## src/rtl/jtcontra_gfx_romarb.sv

```systemverilog
// Round-robin arbiter sharing one SDRAM read slot between the gfx1/gfx2 ROM ports.
// Optional watchdog abort enabled by defining JTCONTRA_ROMARB_TIMEOUT_EN.
module jtcontra_gfx_romarb #(
    parameter int          AW    = 18,
    parameter int          DW    = 16,
    parameter logic [18:0] BASE1 = 19'h0,
    parameter logic [18:0] BASE2 = 19'h40000,
    parameter int          TOUT  = 255
) (
    input  logic          clk,
    input  logic          rstn,
    input  logic          gfx1_cs,
    input  logic [AW-1:0] gfx1_addr,
    output logic [DW-1:0] gfx1_data,
    output logic          gfx1_ok,
    input  logic          gfx2_cs,
    input  logic [AW-1:0] gfx2_addr,
    output logic [DW-1:0] gfx2_data,
    output logic          gfx2_ok,
    output logic          sdram_req,
    output logic [18:0]   sdram_addr,
    input  logic          sdram_ack,
    input  logic          sdram_rdy,
    input  logic [DW-1:0] sdram_din,
    output logic [7:0]    tout_cnt
);

    typedef enum logic [1:0] {IDLE, REQ, DATA} state_t;

    state_t        state_q, state_d;
    logic [1:0]    last_q, last_d;
    logic          req_q, req_d;
    logic [18:0]   saddr_q, saddr_d;
    logic [AW-1:0] lat_q, lat_d;
    logic [AW-1:0] tag1_q, tag1_d, tag2_q, tag2_d;
    logic          valid1_q, valid1_d, valid2_q, valid2_d;
    logic [DW-1:0] data1_q, data1_d, data2_q, data2_d;
    logic          hit1, hit2, pend1, pend2, g2, cap;

    assign hit1  = valid1_q && (gfx1_addr == tag1_q);
    assign hit2  = valid2_q && (gfx2_addr == tag2_q);
    assign pend1 = gfx1_cs && !hit1;
    assign pend2 = gfx2_cs && !hit2;

    assign gfx1_ok    = gfx1_cs && hit1;
    assign gfx2_ok    = gfx2_cs && hit2;
    assign gfx1_data  = data1_q;
    assign gfx2_data  = data2_q;
    assign sdram_req  = req_q;
    assign sdram_addr = saddr_q;

`ifdef JTCONTRA_ROMARB_TIMEOUT_EN
    logic [7:0] cnt_q, cnt_d, tcnt_q, tcnt_d;
    assign tout_cnt = tcnt_q;
`else
    assign tout_cnt = '0;
`endif

    always_comb begin
        state_d  = state_q;
        last_d   = last_q;
        req_d    = req_q;
        saddr_d  = saddr_q;
        lat_d    = lat_q;
        tag1_d   = tag1_q;
        tag2_d   = tag2_q;
        valid1_d = valid1_q;
        valid2_d = valid2_q;
        data1_d  = data1_q;
        data2_d  = data2_q;
        g2       = 1'b0;
        cap      = 1'b0;

        case (state_q)
            IDLE: begin
                if (pend1 || pend2) begin
                    // On a tie the port that did not win last time gets the slot
                    g2 = pend2 && (!pend1 || last_q == 2'd1);
                    if (g2) begin
                        saddr_d = 19'(gfx2_addr) + BASE2;
                        lat_d   = gfx2_addr;
                        last_d  = 2'd2;
                    end else begin
                        saddr_d = 19'(gfx1_addr) + BASE1;
                        lat_d   = gfx1_addr;
                        last_d  = 2'd1;
                    end
                    req_d   = 1'b1;
                    state_d = REQ;
                end
            end
            REQ: begin
                if (sdram_ack) begin
                    req_d = 1'b0;
                    if (sdram_rdy) begin
                        cap     = 1'b1;
                        state_d = IDLE;
                    end else begin
                        state_d = DATA;
                    end
                end
            end
            DATA: begin
                if (sdram_rdy) begin
                    cap     = 1'b1;
                    state_d = IDLE;
                end
            end
            default: state_d = IDLE;
        endcase

        // Stored under the latched address, even if the port has moved on
        if (cap) begin
            if (last_q == 2'd2) begin
                data2_d  = sdram_din;
                tag2_d   = lat_q;
                valid2_d = 1'b1;
            end else begin
                data1_d  = sdram_din;
                tag1_d   = lat_q;
                valid1_d = 1'b1;
            end
        end

`ifdef JTCONTRA_ROMARB_TIMEOUT_EN
        tcnt_d = tcnt_q;
        cnt_d  = (state_q == IDLE) ? '0 : cnt_q + 8'd1;
        if (state_q != IDLE && !cap && cnt_q == 8'(TOUT - 1)) begin
            req_d   = 1'b0;
            state_d = IDLE;
            cnt_d   = '0;
            tcnt_d  = (tcnt_q == 8'hFF) ? tcnt_q : tcnt_q + 8'd1;
        end
`endif
    end

    always_ff @(posedge clk or negedge rstn) begin
        if (!rstn) begin
            state_q  <= IDLE;
            last_q   <= 2'd2;
            req_q    <= 1'b0;
            saddr_q  <= '0;
            lat_q    <= '0;
            tag1_q   <= '0;
            tag2_q   <= '0;
            valid1_q <= 1'b0;
            valid2_q <= 1'b0;
            data1_q  <= '0;
            data2_q  <= '0;
        end else begin
            state_q  <= state_d;
            last_q   <= last_d;
            req_q    <= req_d;
            saddr_q  <= saddr_d;
            lat_q    <= lat_d;
            tag1_q   <= tag1_d;
            tag2_q   <= tag2_d;
            valid1_q <= valid1_d;
            valid2_q <= valid2_d;
            data1_q  <= data1_d;
            data2_q  <= data2_d;
        end
    end

`ifdef JTCONTRA_ROMARB_TIMEOUT_EN
    always_ff @(posedge clk or negedge rstn) begin
        if (!rstn) begin
            cnt_q  <= '0;
            tcnt_q <= '0;
        end else begin
            cnt_q  <= cnt_d;
            tcnt_q <= tcnt_d;
        end
    end
`endif

endmodule

```

## config.mk

```make
export PLATFORM = sky130hd
export DESIGN_NAME = jtcontra_gfx_romarb
export DESIGN_NICKNAME = d
export VERILOG_FILES = /design/src/rtl/jtcontra_gfx_romarb.sv
export SDC_FILE = /design/constraint.sdc
export NUM_CORES = 1
export LEC_CHECK = 0
export CAP_MARGIN = 5
export CORE_MARGIN = 5
export CORE_UTILIZATION = 45
export CTS_CLUSTER_DIAMETER = 50
export DETAILED_ROUTE_END_ITERATION = 10
export PLACE_DENSITY = 0.75
export REMOVE_ABC_BUFFERS = 1
export SETUP_SLACK_MARGIN = 0.5
export SLEW_MARGIN = 25
export SYNTH_ARGS = -nofsm -noshare
export SYNTH_HDL_FRONTEND = slang
export SYNTH_SLANG_ARGS = --single-unit
```

## constraint.sdc

```tcl
create_clock -name clk -period 5.8 [get_ports clk]
set_clock_uncertainty 0.1 [all_clocks]
set_input_delay 1.45 -clock clk [delete_from_list [all_inputs] [get_ports clk]]
set_output_delay 1.45 -clock clk [all_outputs]
set_load 0.1 [all_outputs]
```

==> qor.txt <==
GRT Residual Overflow: 0
Worst min path class: reg2reg
Vias in the first global route: 3449
Worst EP required: 4.25 ns
FILL cells: 792
Initial Utilization: 46.3%
Global routing's busiest layer: met2
Multi-input combinational cell area: 1900 um^2
Synth Cell Area: 4530 um^2
Area grow syn2layout: 31.4%
Design Area, Final: 5950 um^2
Root buffer cell: clkbuf_8
Post-synthesis register bit count: 94
Origin of the worst setup path: gfx1_addr[15]
Layout Cells excl Fill: 603
H-tree levels: 3
Fmax: 0.205 GHz
First-pass GRT wire length: 17600 um
Final WS setup: 0.922 ns
Post-Syn Instances: 353
Yosys top cell area share: 51.4%
Gpl congestion: 0.742
Post-synthesis sequential area ratio: 52.0%
GRT Overall Usage: 19.0%
Num rows: 36
TritonCTS Buffers: 9
NumNets Final: 526
Setup_tns: 0 ns
Outcome: completed
Clock Pin Slew Worst Setup and Hold Paths: 0.10 ns
Final Max Tran Viols: 0
Setup Crit Path Kind: in2out
Largest net degree at the start of global routing: 60
Final setup vio count: 0
Setup crit start kind: input port
CORE AREA: 9770 um^2
Worst endpoint data arrival time: 3.33 ns
Antenna Diode Count: 0
Area leader, netlist: dfrtp_1
Worst hold start: valid1_q
Insertion delay to the later sink of the worst-skew pair: 0.36 ns
Clock Tree Buf Depth: 2
Slew margin rel.: 31.5%
Die height: 110 um
Remaining DRCs: 0
PortBufs: 111
FF-to-FF Start: state_q[1]
Placed Instances: 587
Most frequent cells in the layout: 108 x clkdlybuf4s50_1, 93 x dfrtp_1, 68 x mux2_2
Ports: 120
Via density: 5.16
Fin crit period: 4.88 ns
Met3 GRT Util: 6.87%
Die W: 110 um
Max_cap viols: 0
Crit end category: output port
Top cells by area, synth: dfrtp_1 51%, mux2_2 17%, xnor2_1 5.8%
Hpwl dp: 7660 um
Pre-CTS setup slack: 0.865 ns
Most common cell after layout, fill and taps aside: clkdlybuf4s50_1
Synth unique cells: 41
Hold bufs inserted after CTS: 0
Met1 Track Usage GR: 23.8%
CTS resizes: 0
Unrepaired setup endpoints after global routing: no
Register Area: 2350 um^2
Worst slew pin tran: 1.02 ns
Via count: 3111
Area after DPL: 5740 um^2
Routed WL: 10900 um
Layout cell share with drive strength beyond 1: 26.2%
Final period util: 84.1%
Number of DRC markers in iteration 0: 90
DR WL/cell: 18.1 um
CTS sink cnt: 94
DRT Pass-1 Iters: 4
Syn_area_per_cell: 12.8 um^2
DIE AREA: 12200 um^2
Grt met2 use: 30.6%
CTS tree: done
Final ANT Viol Nets: 0
Final hold vios: 0
Initial antenna violation count: 0
Ys Warns: 0
Post-CTS Repair Setup Buffers: 0
Maximum fanout along the worst path: 3
area by class of cell:
class                      count  area share (%)
clock buffer                  10            2.31
tap                          133            2.80
timing repair buffer         118            19.4
clock inverter                 6            1.16
inverter                      44            2.78
multi-input combinational    198            32.0
sequential                    94            39.6
worst paths after layout:
kind	end	slack [ns]	cells after the start
max	gfx1_ok	0.92	6
min	valid1_q	0.39	1
max reg2reg	tag2_q[9]	3.07	8
min reg2reg	valid1_q	0.39	1
max in group asynchronous	tag1_q[15]	3.57	2
min in group asynchronous	gfx1_data[15]	1.04	1
metrics by stage:
stage / hold WS (ns) / util (%)
floorplan: 0.339 / -
global placement: 0.356 / 58.8
detailed placement: 0.358 / 58.8
CTS: 0.389 / 60.9
global route: 0.404 / 60.9
finish: 0.392 / 60.9
critical path, cell delays in order:
cell             delay [ns]
clkdlybuf4s50_1        0.45
xnor2_1                0.24
nand4_1                0.14
nor4_2                 0.50
and3_1                 0.25
buf_4                  0.30
cell families after synthesis:
kind of cell,after synthesis,share of synthesized area [%]
AO/OA/AOI/OAI,36,8.70
XOR/XNOR,36,6.96
adder cells (fa/ha/maj),3,0.829
buffers and inverters,68,6.99
flip-flops,94,52.0
multiplexers,68,16.9
other,1,0.0828
AND/OR/NAND/NOR,47,7.54
registers in the layout, summed over array words and instances (netlist names):
| register | cells |
|---|---|
| gfx1_data | 16 |
| gfx2_data | 16 |
| last_q | 2 |
| sdram_addr | 19 |
| sdram_req | 1 |
| state_q | 2 |
| tag1_q | 18 |
| tag2_q | 18 |
| valid1_q | 1 |
| valid2_q | 1 |
synth_stat cells:
library cell	instances
clkbuf_1	5
or4_1	1
nor2_1	1
nor3_1	2
nand3_1	3
a21oi_1	3
o22ai_2	1
a21oi_2	1
nor4_2	2
a21boi_1	1
nand4_1	8
xnor2_1	30
o21a_4	1
o221ai_1	1
a21boi_2	1
inv_1	44
conb_1	1
buf_6	2
nor3b_1	1
and3_2	1
nand2_1	4
nor3_2	1
dfrtp_1	93
nand3b_1	1
o21ai_0	4
nand4b_1	18
ha_1	3
and3_1	1
xor2_1	6
o31a_1	1
o21ai_1	2
o22ai_1	1
mux2_2	68
buf_4	10
dfstp_2	1
o211ai_1	1
or2_2	2
buf_2	7
o21bai_1	1
o221ai_2	17
or3_1	1
routing by layer:
layer	vias up	wire length, um
li1	1449	-
met3	13	1060
met2	106	5060
met5	-	0
met1	1543	4600
met4	0	182
Power is left out: the tool's default activity adds up to more than one toggle a clock period on the data nets, which glitch-free logic cannot reach.
